File: src/rtl/sdram_arb_pkg.sv
// Shared definitions for the SDRAM command arbiter.
//   cmd_e      : controller command encodings
//   state_e    : arbiter issue state
//   OWNER_NONE : owner code meaning "no channel owns the data bus"
package sdram_arb_pkg;

  typedef enum logic [1:0] {
    CMD_NOP   = 2'b00,
    CMD_WR256 = 2'b01,
    CMD_RD32  = 2'b10,
    CMD_RD256 = 2'b11
  } cmd_e;

  typedef enum logic {
    IDLE  = 1'b0,
    ISSUE = 1'b1
  } state_e;

  // Owner is a channel index (0..7) or OWNER_NONE; 15 is never a channel.
  localparam int               OWN_W      = 4;
  localparam logic [OWN_W-1:0] OWNER_NONE = 4'hF;

endpackage

File: src/rtl/sdram_cmd_arbiter_rr_pick.sv
// Rotating-priority picker.
//   req : request mask, one bit per channel
//   ptr : channel that gets first look
//   gnt : one-hot winner (all zero when nothing requests)
//   idx : winner index (0 when nothing requests)
module rr_pick #(
  parameter int NCH = 3,
  parameter int IW  = 2
) (
  input  logic [NCH-1:0] req,
  input  logic [IW-1:0]  ptr,
  output logic [NCH-1:0] gnt,
  output logic [IW-1:0]  idx
);

  always_comb begin
    int   c;
    logic found;
    gnt   = '0;
    idx   = '0;
    found = 1'b0;
    c     = 0;
    for (int k = 0; k < NCH; k++) begin
      c = (int'(ptr) + k) % NCH;
      if (!found && req[c]) begin
        found  = 1'b1;
        gnt[c] = 1'b1;
        idx    = IW'(c);
      end
    end
  end

endmodule

File: src/rtl/sdram_cmd_arbiter.sv
// N-channel command arbiter in front of the SDRAM controller.
// Picks one requesting channel, presents its command/address registered on
// sys_cmd/sys_addr until the controller acknowledges (rising edge of a
// nonzero ack code), then pulses ch_grant and hands the data strobes to that
// channel. Channel 0 can take its address from an internal wrapping scan
// counter (framebuffer fetch) restartable on vsync.
//   clk, rst          : clock, synchronous active-low reset
//   ch_req/cmd/addr   : per-channel request level, command, word address
//   ch_grant          : one-cycle pulse after the channel's command is acked
//   ch_rd/wr_valid    : data strobes routed to the current data owner
//   sys_*             : controller command/address, ack code, data strobes
//   scan_restart/idx  : scan counter restart and current index
//   busy, err         : command outstanding; sticky ack-code mismatch
module sdram_cmd_arbiter
  import sdram_arb_pkg::*;
#(
  parameter int             NCH              = 3,
  parameter int             AW               = 23,
  parameter bit             PRIO0            = 1'b1,
  parameter bit             SCAN_EN          = 1'b1,
  parameter int             SCAN_W           = 12,
  parameter int             SCAN_LAST        = 1199,
  parameter logic [AW-1:0]  SCAN_BASE        = AW'(23'h400000),
  parameter int             SCAN_STRIDE_LOG2 = 3
) (
  input  logic                    clk,
  input  logic                    rst,
  input  logic [NCH-1:0]          ch_req,
  input  logic [NCH-1:0][1:0]     ch_cmd,
  input  logic [NCH-1:0][AW-1:0]  ch_addr,
  output logic [NCH-1:0]          ch_grant,
  output logic [NCH-1:0]          ch_rd_valid,
  output logic [NCH-1:0]          ch_wr_valid,
  output logic [1:0]              sys_cmd,
  output logic [AW-1:0]           sys_addr,
  input  logic [1:0]              sys_cmd_ack,
  input  logic                    sys_rd_data_valid,
  input  logic                    sys_wr_data_valid,
  input  logic                    scan_restart,
  output logic [SCAN_W-1:0]       scan_idx,
  output logic                    busy,
  output logic                    err
);

  localparam int IW = (NCH > 1) ? $clog2(NCH) : 1;

  state_e           state;
  logic             ack_prev;
  logic             do_ack;
  logic [IW-1:0]    win;
  logic [IW-1:0]    rr_ptr, rr_nxt;
  logic [OWN_W-1:0] owner;
  logic [NCH-1:0]   req_m, rr_set, pk_gnt;
  logic [IW-1:0]    pk_idx, sel;
  logic             sel_any, sel_rr;
  logic [SCAN_W-1:0] scan_nxt;
  logic [AW-1:0]    ch0_addr, ld_addr;

  // Ack counts once per transition out of 00, and only while a command is out.
  assign do_ack = (state == ISSUE) && ack_prev && (sys_cmd_ack != CMD_NOP);
  assign busy   = (state == ISSUE);

  // The channel being acked (and one still seeing its grant pulse) has not
  // dropped its request yet; keep it out of the next pick so it is not
  // issued twice.
  always_comb begin
    req_m = ch_req & ~ch_grant;
    if (do_ack) req_m[win] = 1'b0;
    rr_set = req_m;
    if (PRIO0) rr_set[0] = 1'b0;
  end

  rr_pick #(.NCH(NCH), .IW(IW)) u_pick (
    .req (rr_set),
    .ptr (rr_ptr),
    .gnt (pk_gnt),
    .idx (pk_idx)
  );

  always_comb begin
    if (PRIO0 && req_m[0]) begin
      sel = '0; sel_any = 1'b1; sel_rr = 1'b0;
    end else begin
      sel = pk_idx; sel_any = |pk_gnt; sel_rr = 1'b1;
    end
    if (sel == IW'(NCH - 1)) rr_nxt = PRIO0 ? IW'(1) : '0;
    else                     rr_nxt = sel + IW'(1);
  end

  // Restart beats a same-cycle increment.
  always_comb begin
    scan_nxt = scan_idx;
    if (do_ack && win == '0)
      scan_nxt = (scan_idx == SCAN_W'(SCAN_LAST)) ? '0 : scan_idx + SCAN_W'(1);
    if (scan_restart || !SCAN_EN) scan_nxt = '0;
  end

  // Channel 0 address is taken from the index that is live while the
  // command sits on the bus.
  assign ch0_addr = SCAN_EN ? SCAN_BASE + (AW'(scan_nxt) << SCAN_STRIDE_LOG2)
                            : ch_addr[0];
  assign ld_addr  = (sel == '0) ? ch0_addr : ch_addr[sel];

  always_ff @(posedge clk) begin
    if (!rst) begin
      state    <= IDLE;
      sys_cmd  <= CMD_NOP;
      sys_addr <= '0;
      win      <= '0;
      owner    <= OWNER_NONE;
      ch_grant <= '0;
      scan_idx <= '0;
      rr_ptr   <= IW'(1);
      err      <= 1'b0;
      ack_prev <= 1'b0;
    end else begin
      ack_prev <= (sys_cmd_ack == CMD_NOP);
      ch_grant <= '0;
      scan_idx <= scan_nxt;
      if (do_ack) begin
        ch_grant[win] <= 1'b1;
        owner         <= OWN_W'(win);
        if (sys_cmd_ack != sys_cmd) err <= 1'b1;
      end
      // A new winner may load in the ack cycle itself (pipelined issue).
      if (state == IDLE || do_ack) begin
        if (sel_any) begin
          state    <= ISSUE;
          sys_cmd  <= ch_cmd[sel];
          sys_addr <= ld_addr;
          win      <= sel;
          if (sel_rr) rr_ptr <= rr_nxt;
        end else begin
          state   <= IDLE;
          sys_cmd <= CMD_NOP;
        end
      end
    end
  end

  always_comb begin
    for (int i = 0; i < NCH; i++) begin
      ch_rd_valid[i] = sys_rd_data_valid && (owner == OWN_W'(i));
      ch_wr_valid[i] = sys_wr_data_valid && (owner == OWN_W'(i));
    end
  end

endmodule

File: config.mk
export PLATFORM = sky130hd
export DESIGN_NAME = sdram_cmd_arbiter
export DESIGN_NICKNAME = d
export VERILOG_FILES = /design/src/rtl/sdram_arb_pkg.sv /design/src/rtl/sdram_cmd_arbiter_rr_pick.sv /design/src/rtl/sdram_cmd_arbiter.sv
export SDC_FILE = /design/constraint.sdc
export NUM_CORES = 1
export LEC_CHECK = 0
export CELL_PAD_IN_SITES_DETAIL_PLACEMENT = 1
export CELL_PAD_IN_SITES_GLOBAL_PLACEMENT = 1
export CORE_UTILIZATION = 28
export DETAILED_ROUTE_END_ITERATION = 16
export PLACE_DENSITY_LB_ADDON = 0.1
export REMOVE_ABC_BUFFERS = 1
export SLEW_MARGIN = 20
export SYNTH_ARGS = -nofsm -noshare
export SYNTH_HDL_FRONTEND = slang
export SYNTH_SLANG_ARGS = --single-unit
File: constraint.sdc
create_clock -name clk -period 5.85 [get_ports clk]
set_input_delay 1.17 -clock clk [delete_from_list [all_inputs] [get_ports clk]]
set_output_delay 1.17 -clock clk [all_outputs]
set_load 0.02 [all_outputs]
==> reports/results.txt, run 1 <==
DR DRC count -> 0
Placer Congestion -> 0.725
Setup crit start -> sys_cmd_ack[1]
drt first pass iters -> 4
initial antenna violation count -> 0
root buf cell -> clkbuf_8
Cell Rows -> 35
Post-synth EDFFs -> 0
cell count after synthesis -> 319
core box area -> 9420 sq um
met2 routed WL -> 4.73 mm
Max IR drop VDD -> 0.103 mV
diode count -> 0
die height -> 102 um
H-tree depth -> 2
critical-path cell list -> clkdlybuf4s50_1 > o211ai_1 > o21a_1 > nand2_1 > or2_1 > buf_4 > and3_1 > o32ai_1
final period demand of the worst path -> 4180 ps
vias in the first global route -> 2,827
DR vias/cell -> 5.13
mapped cell area -> 2770 sq um
Tcrit/Tclk final -> 0.714
layout cell share with drive strength beyond 1 -> 0.0433
syn_area_per_cell -> 8.70 sq um
Die X -> 102 um
final setup margin -> 1670 ps
Setup crit end kind -> flop
M1 wire length -> 4.19 mm
I/O pin count -> 133
hold buffer count at CTS -> 0
Yosys cell types -> 62
routed wl met3 -> 405 um
synthesized flop and latch total -> 50
Crit path required time -> 6060 ps
CTS tree -> done
Routed Antenna Nets -> 0
Slew @ Worst Pin -> 1080 ps
setup violators final -> 0
global-route wire length before repair -> 14.5 mm
CP max stage delay -> 690 ps
status -> completed
routed wire length -> 9.37 mm
Seq/Total Area, Yosys -> 0.361
Vias -> 2,796
Fin. Hold Viols -> 0
CTS sink cnt -> 50
initial core utilization -> 0.295
layout net count -> 505
post-CTS resize count -> 0
Worst Hold Launch -> owner[2]
commonest non-fill, non-tap cell in the layout -> clkdlybuf4s50_1
WP data arrival -> 4390 ps
normalized max-slew margin -> 0.282
1st-iter DRT viols -> 81
Top Layer Used -> met4
leakage power -> 1.46 nW
RSZ-0062 raised after global routing -> no
grt ovf -> 0
WL/cell -> 17.2 um
asr flop ratio synth -> 0
Num CTS Buffers -> 5
Reg clk slew, reported paths -> 100 ps
# Post-CTS Setup Buffers -> 0
HP Class -> flop to flop
Final Skew -> 10.8 ps
area delta synth->final -> 47.0%
most frequent cells in the layout -> 108 x clkdlybuf4s50_1, 50 x dfxtp_1, 41 x nand2_1
Overall Global Routing Usage -> 0.181
Setup CP Type -> input pin to flop
DPL Wire Length -> 6.88 mm
Place WS -> 1290 ps
PortBufs -> 109
Startpoint Class -> input pin
Yosys warnings -> 0
max-slew violation count -> 0
DIE AREA -> 10,300 sq um
FF-to-FF Start -> rr_ptr[0]
crit-path max FO -> 17
Fill cells -> 1,113
CP max stage cell -> o211ai_1
Synth Flop Type -> dfxtp_1
clk_lat worst skew -> 300 ps
largest net degree at the start of global routing -> 58
maximum root-to-sink buffer count -> 2
fmax -> 0.239 GHz
PD cells -> 227 nW/um^2
Setup TNS -> 0 ps
# Max-Cap Violations -> 0
## critical path, delay by kind of cell
kind	cells	cell delay (ps)
AOI/OAI and AO/OA	3	1250
buffers and inverters	2	800
and+or+nand+nor	3	1140
## metal layers
| metal | track usage | vias up |
|---|---|---|
| li1 | - | 1379 |
| met1 | 0.222 | 1350 |
| met2 | 0.331 | 63 |
| met3 | 0.0352 | 4 |
| met4 | 0.0290 | 0 |
| met5 | 0 | - |
## layout make-up
cell class	instances	area (sq um)	share of cell area
Clock buffer	6	82.6	0.0202
Inverter	7	26.3	0.00644
Multi-Input combinational cell	238	1630	0.400
Clock inverter	2	60.1	0.0147
Tap cell	129	161	0.0396
Timing Repair Buffer	113	1120	0.274
Sequential cell	50	1000	0.245
## per-stage QoR
stage | std cells | hold slack [ps] | cell area [sq um] | util | total power, mW
after floorplan | 295 | 425 | 2660 | - | 0.512
after global placement | 537 | 439 | 3940 | 0.418 | 0.626
after detailed placement | 537 | 457 | 3940 | 0.418 | 0.629
after CTS | 545 | 471 | 4080 | 0.433 | 0.935
after global routing | 545 | 497 | 4080 | 0.433 | 0.974
final | 545 | 465 | 4080 | 0.433 | 0.924
## cell usage after synthesis (4+ instances only)
cell type  number  area share
a21oi_1         5      0.0090
nand2_1        41       0.055
nor3_1         13       0.023
mux2i_1        20       0.072
o22ai_1        12       0.027
xnor2_1         8       0.025
clkbuf_1       14       0.019
nand3_1         5      0.0090
nand4_1         4      0.0090
or3_1           5       0.011
nor2_1         19       0.026
inv_1           7      0.0095
and3_1          5       0.011
o21ai_0         9       0.016
nand2b_1        7       0.016
dfxtp_1        50        0.36
o2bb2ai_1      11       0.035
ha_1            5       0.023
o221ai_1       10       0.032
buf_2           5      0.0090
## final timing paths
path / end / slack, ps / cells after the start
worst max-delay path: sys_cmd[1] / 1670 / 8
worst min-delay path: owner[2] / 470 / 2
worst max register to register: sys_cmd[1] / 2790 / 9
worst min register to register: owner[2] / 470 / 2
## flip-flops by register name, indices dropped and copies added (netlist names)
name and flops:
ack_prev 1, busy 1, ch_grant 3, err 1, owner 3, rr_ptr 2, scan_idx 12, sys_addr 23
sys_cmd 2, win 2
## power by group
group | total (mW) | switching (mW) | internal, mW
Combinational | 0.243 | 0.124 | 0.119
Sequential | 0.376 | 0.0163 | 0.360
Clock | 0.305 | 0.122 | 0.183
## cell families (layout without fill, tap and decap cells)
family                   count (synthesis)  count (layout)  share of synthesized area
buffers and inverters                   31             128                     0.0510
flip-flops                              50              50                      0.361
AO/OA/AOI/OAI                           83              83                      0.240
adder cells (fa/ha/maj)                  5               5                     0.0226
XOR/XNOR                                10              10                     0.0316
AND/OR/NAND/NOR                        118             118                      0.212
multiplexers                            22              22                     0.0816
Power figures use the tool's default switching activity.
==> inputs of run 2 (changes only) <==
==> constraint.sdc (replaced) <==
create_clock -name clk -period 4.1 [get_ports clk]
set_input_delay 0.82 -clock clk [delete_from_list [all_inputs] [get_ports clk]]
set_output_delay 0.82 -clock clk [all_outputs]
set_load 0.02 [all_outputs]
==> run 2 against run 1 <==
  * Utilization increased by 0.47 points
  * First-iteration DRC count decreased by 23%
  * Clock skew up 0.52 ps
  * Critical path type unchanged
  * Highest routed layer unchanged
==> reports/results.txt, run 2 (synthesized netlist as in run 1, its figures left out) <==
DPL Wire Length -> 7.01 mm (+2.0%)
Placer Congestion -> 0.749 (+3.3%)
P_int -> 878 uW (+33%)
RSZ-0062 raised after global routing -> no
Slew @ Worst Pin -> 1020 ps (-59.4 ps)
critical-path cell list -> clkdlybuf4s50_1 > o211ai_1 > buf_4 > o2111ai_1 > o22ai_1 > a22o_1 > o211ai_1 > o22ai_1
CP delay by family, top -> compound AO/OA/AOI/OAI gates
global-route wire length before repair -> 14.6 mm (+0.76%)
WL/cell -> 16.7 um (-2.6%)
CTS tree -> done
met2 routed WL -> 4.74 mm (+0.15%)
# Post-CTS Setup Buffers -> 0 (unchanged)
Tcrit/Tclk final -> 0.806
Crit path required time -> 4260 ps (-1800 ps)
initial antenna violation count -> 0 (unchanged)
post-CTS resize count -> 0 (unchanged)
worst path buffer plus inverter count -> 2 (unchanged)
DIE AREA -> 10,300 sq um (unchanged)
Setup crit end kind -> flop
I/O pin count -> 133 (unchanged)
Routed Antenna Nets -> 0 (unchanged)
CP max stage delay -> 840 ps (+150 ps)
Largest register FFs -> 23 (unchanged)
switching power -> 377 uW (+43%)
Setup CP Type -> input pin to flop
layout cell share with drive strength beyond 1 -> 0.0588 (+0.0156)
HP Class -> flop to flop
Reg with most FFs -> sys_addr
setup violators final -> 0 (unchanged)
commonest non-fill, non-tap cell in the layout -> clkdlybuf4s50_1
vias in the first global route -> 2,877 (+1.8%)
crit-path max FO -> 11 (-6)
Die X -> 102 um (unchanged)
core box area -> 9420 sq um (unchanged)
root buf cell -> clkbuf_8
CP max stage cell -> o211ai_1
combinational cell fraction of total power -> 0.288 (+0.025)
Reg clk slew, reported paths -> 100 ps (about the same)
fmax -> 0.303 GHz
Overall Global Routing Usage -> 0.184 (+0.00277)
largest registers -> sys_addr x23, scan_idx x12
layout net count -> 514 (+1.8%)
PD cells -> 304 nW/um^2 (+34%)
Setup TNS -> 0 ps (unchanged)
initial core utilization -> 0.295 (unchanged)
status -> completed
hold buffer count at CTS -> 0 (unchanged)
Final Skew -> 11.3 ps (+0.521 ps)
Reg power frac -> 0.427 (+0.020)
M1 wire length -> 4.04 mm (-3.5%)
clk_lat worst skew -> 310 ps (about the same)
largest net degree at the start of global routing -> 38 (-34%)
Max IR drop VDD -> 0.111 mV (+8.4%)
WP data arrival -> 3470 ps (-920 ps)
clock power share -> 0.285 (-0.045)
maximum root-to-sink buffer count -> 2 (unchanged)
# Max-Cap Violations -> 0 (unchanged)
1st-iter DRT viols -> 62 (-23%)
Switching Share -> 0.300 (+0.0158)
Top Layer Used -> met4
max-slew violation count -> 0 (unchanged)
drt first pass iters -> 4 (unchanged)
most frequent cells in the layout -> 108 x clkdlybuf4s50_1, 50 x dfxtp_1, 41 x nand2_1
H-tree depth -> 2 (unchanged)
Num CTS Buffers -> 5 (unchanged)
DR vias/cell -> 5.08 (-1.1%)
normalized max-slew margin -> 0.318 (+0.0366)
routed wire length -> 9.28 mm (-0.95%)
Cell Rows -> 35 (unchanged)
DR DRC count -> 0 (unchanged)
routed wl met3 -> 405 um (unchanged)
Vias -> 2,812 (+0.57%)
grt ovf -> 0 (unchanged)
final period demand of the worst path -> 3310 ps
Tot Pwr -> 1.25 mW (+36%)
PortBufs -> 109 (unchanged)
Fin. Hold Viols -> 0 (unchanged)
Startpoint Class -> input pin
CTS sink cnt -> 50 (unchanged)
die height -> 102 um (unchanged)
diode count -> 0 (unchanged)
area delta synth->final -> 48.6%
leakage power -> 1.49 nW (+1.9%)
==> run 2: changes by cell type in the layout (fill, tap and decap cells not counted) <==
cell	delta
clkbuf_8	-1
buf_12	+1
buf_4	+8
bufinv_16	-1
clkbuf_1	+2
==> run 2: area by class of cell <==
class / count / area (sq um)
clock inverter: 1 / 30.0
clock buffer: 7 / 76.3
sequential: 50 / 1000
timing repair buffer: 122 / 1200
multi-input combinational: 238 / 1630
fill: 1116 / 5290
inverter: 7 / 26.3
tap: 129 / 161
==> run 2: per-stage QoR <==
stage	worst slack, ps	area, sq um	cells	hold WS, ps	util
6_report	794	4120	554	468	0.438
5_1_grt	575	4120	554	490	0.438
4_1_cts	759	4120	554	475	0.438
3_5_place_dp	425	4020	546	458	0.427
3_3_place_gp	443	4020	546	443	0.427
2_1_floorplan	822	2660	295	425	-
==> run 2: worst paths after layout <==
path | start | endpoint | slack (ps) | depth (start not counted)
min reg2reg | sys_addr[8] | sys_addr[8] | 470 | 2
max reg2reg | rr_ptr[0] | sys_addr[2] | 1300 | 8
max | sys_cmd_ack[1] | sys_addr[2] | 790 | 8
min | sys_addr[8] | sys_addr[8] | 470 | 2
==> run 2: power by group through the flow <==
stage          Combinational, mW  Sequential (mW)  Clock, mW
2_1_floorplan              0.160            0.571          0
3_3_place_gp               0.360            0.547          0
3_5_place_dp               0.364            0.547          0
4_1_cts                    0.366            0.537      0.371
5_1_grt                    0.392            0.541      0.388
6_report                   0.361            0.536      0.358
==> run 2: worst register-to-register path, delay by kind of cell (launching register included) <==
| kind | cells | cell delay [ps] |
|---|---|---|
| AOI/OAI and AO/OA | 5 | 1600 |
| DFF | 1 | 390 |
| adders and majority gates | 1 | 430 |
| and+or+nand+nor | 1 | 150 |
| buffers and inverters | 1 | 80 |
==> run 2: per-layer routing <==
layer,vias up,track usage
li1,1398,-
met1,1347,0.227
met2,60,0.331
met3,7,0.0317
met4,0,0.0412
met5,-,0
==> inputs of run 3 (changes only) <==
==> constraint.sdc (replaced) <==
create_clock -name clk -period 3.05 [get_ports clk]
set_input_delay 0.61 -clock clk [delete_from_list [all_inputs] [get_ports clk]]
set_output_delay 0.61 -clock clk [all_outputs]
set_load 0.02 [all_outputs]
==> run 3 against run 2 <==
  * Sequential share of layout area decreased by 0.67 points
  * Non-clock buffer count up 13
  * Hold slack worse by 2.0 ps
  * Utilization grew 1.2 points
  * Clock skew is essentially flat
  * Clock-buffer cell count decreased by 2
  * First-iteration DRC count down 13%
  * Design area is 2.9% higher
  * Sequential power increased by 35%
  * Clock power is 34% higher
  * Worst setup slack got worse by 580 ps
  * Total power increased by 37%
  * Largest cell class unchanged
  * Largest power group unchanged
==> reports/results.txt, run 3 (synthesized netlist as in run 1, its figures left out) <==
fmax -> 0.352 GHz
Tcrit/Tclk final -> 0.931
clk_lat worst skew -> 310 ps (about the same)
initial antenna violation count -> 0 (unchanged)
1st-iter DRT viols -> 54 (-13%)
Area after DPL -> 4130 sq um (+2.7%)
normalized max-slew margin -> 0.551 (+0.233)
# Max-Cap Violations -> 0 (unchanged)
Tot Pwr -> 1.72 mW (+37%)
leakage power -> 1.56 nW (+4.9%)
end of the worst register-to-register path -> sys_addr[2]
Placer Congestion -> 0.827 (+10%)
Reg clk slew, reported paths -> 90 ps (about the same)
DR DRC count -> 0 (unchanged)
Final Skew -> 10.9 ps (-0.423 ps)
final setup margin -> 211 ps (-583 ps)
RSZ-0062 raised after global routing -> no
non-filler cells, final -> 567 (+2.3%)
total placed cells including tap cells -> 559 (+2.4%)
final period demand of the worst path -> 2840 ps
hold buffer count at CTS -> 0 (unchanged)
Cell Rows -> 35 (unchanged)
Largest register FFs -> 23 (unchanged)
layout cell share with drive strength beyond 1 -> 0.0936 (+0.0348)
H-tree depth -> 2 (unchanged)
core box area -> 9420 sq um (unchanged)
PD cells -> 406 nW/um^2 (+33%)
initial core utilization -> 0.295 (unchanged)
CTS tree -> done
HP Class -> flop to flop
die height -> 102 um (unchanged)
layout net count -> 527 (+2.5%)
Routed Antenna Nets -> 0 (unchanged)
largest net degree at the start of global routing -> 36 (-5.3%)
DIE AREA -> 10,300 sq um (unchanged)
Vias -> 2,854 (+1.5%)
grt ovf -> 0 (unchanged)
max-slew violation count -> 0 (unchanged)
Worst R2R Setup Slack -> 480 ps (-820 ps)
root buf cell -> clkbuf_8
Crit path required time -> 3290 ps (-970 ps)
DR vias/cell -> 5.03 (-0.83%)
Slew @ Worst Pin -> 673 ps (-345 ps)
Fin. Hold Viols -> 0 (unchanged)
WL/cell -> 16.5 um (-1.6%)
most frequent cells in the layout -> 108 x clkdlybuf4s50_1, 50 x dfxtp_1, 41 x nand2_1
status -> completed
global-route wire length before repair -> 14.6 mm (-0.33%)
PortBufs -> 109 (unchanged)
Num CTS Buffers -> 5 (unchanged)
Setup CP Type -> input pin to flop
drt first pass iters -> 4 (unchanged)
Die X -> 102 um (unchanged)
Overall Global Routing Usage -> 0.183 (-0.000479)
Final Util -> 0.450 (+0.0125)
setup violators final -> 0 (unchanged)
worst r2r path cells -> 10 (+2)
diode count -> 0 (unchanged)
DPL Wire Length -> 7.13 mm (+1.7%)
Worst Hold Launch -> sys_addr[3]
Reg with most FFs -> sys_addr
I/O pin count -> 133 (unchanged)
fin area -> 4240 sq um (+2.9%)
Place WS -> -110 ps (-535 ps)
maximum root-to-sink buffer count -> 2 (unchanged)
routed wire length -> 9.34 mm (+0.71%)
WP data arrival -> 3080 ps (-390 ps)
Setup crit end kind -> flop
vias in the first global route -> 2,891 (+0.49%)
FF-to-FF Start -> rr_ptr[0]
crit-path max FO -> 6 (-5)
Min-Delay Endpoint -> sys_addr[3]
Startpoint Class -> input pin
largest registers -> sys_addr x23, scan_idx x12
CTS sink cnt -> 50 (unchanged)
area delta synth->final -> 52.9%
Max IR drop VDD -> 0.197 mV (+77%)
hold path depth -> 2 (unchanged)
commonest non-fill, non-tap cell in the layout -> clkdlybuf4s50_1
==> run 3: routing by layer <==
layer	share of wire	vias to the layer above	track usage
li1	-	1415	-
met1	0.44	1361	0.223
met2	0.51	70	0.331
met3	0.043	8	0.0366
met4	0.0095	0	0.0412
met5	0	-	0
==> run 3: cell type report <==
class | instances | area [sq um]
inverters | 7 | 26.3
fillers | 1102 | 5170
clock inverters | 3 | 40.0
flip-flops and latches | 50 | 1000
repair buffers | 135 | 1310
multi-input cells | 238 | 1640
well taps | 129 | 161
clock buffers | 5 | 68.8
==> run 3: how the worst max path moves through the flow <==
stage / endpoint / depth (start not counted) / start / slack (ps)
after detailed placement: sys_addr[2] / 9 / sys_cmd_ack[1] / -110
after CTS: sys_addr[2] / 9 / sys_cmd_ack[1] / 210
after global routing: sys_addr[8] / 8 / sys_cmd_ack[1] / 110
after global placement: rr_ptr[0] / 9 / sys_cmd_ack[1] / -80
final: sys_addr[14] / 8 / sys_cmd_ack[1] / 210
after floorplan: sys_addr[10] / 6 / sys_cmd_ack[1] / -20
==> run 3: report_power, final <==
group / total (mW) / switching (mW) / leakage (nW) / internal (mW)
registers: 0.722 / 0.0317 / 0.406 / 0.690
clock network: 0.479 / 0.237 / 0.0579 / 0.242
logic: 0.521 / 0.247 / 1.10 / 0.275
total: 1.72 / 0.516 / 1.56 / 1.21
==> run 3: stage by stage <==
| step | hold slack, ps | setup TNS (ps) |
|---|---|---|
| after floorplan | 425 | -17.7 |
| after global placement | 445 | -1440 |
| after detailed placement | 453 | -2210 |
| after CTS | 469 | 0 |
| after global routing | 481 | 0 |
| final | 466 | 0 |
==> run 3: repair_timing <==
item,CTS,global route
gates resized for setup,0,1
setup endpoints to repair,0,5
endpoints found under the hold margin,0,0
setup buffers,0,0
==> run 3: critical path, cell delays in order <==
cell and delay, ps:
clkdlybuf4s50_1 560, o211ai_1 260, buf_4 240, or3_1 440
or3_1 390, a211oi_1 280, o221ai_1 170, mux2i_1 130
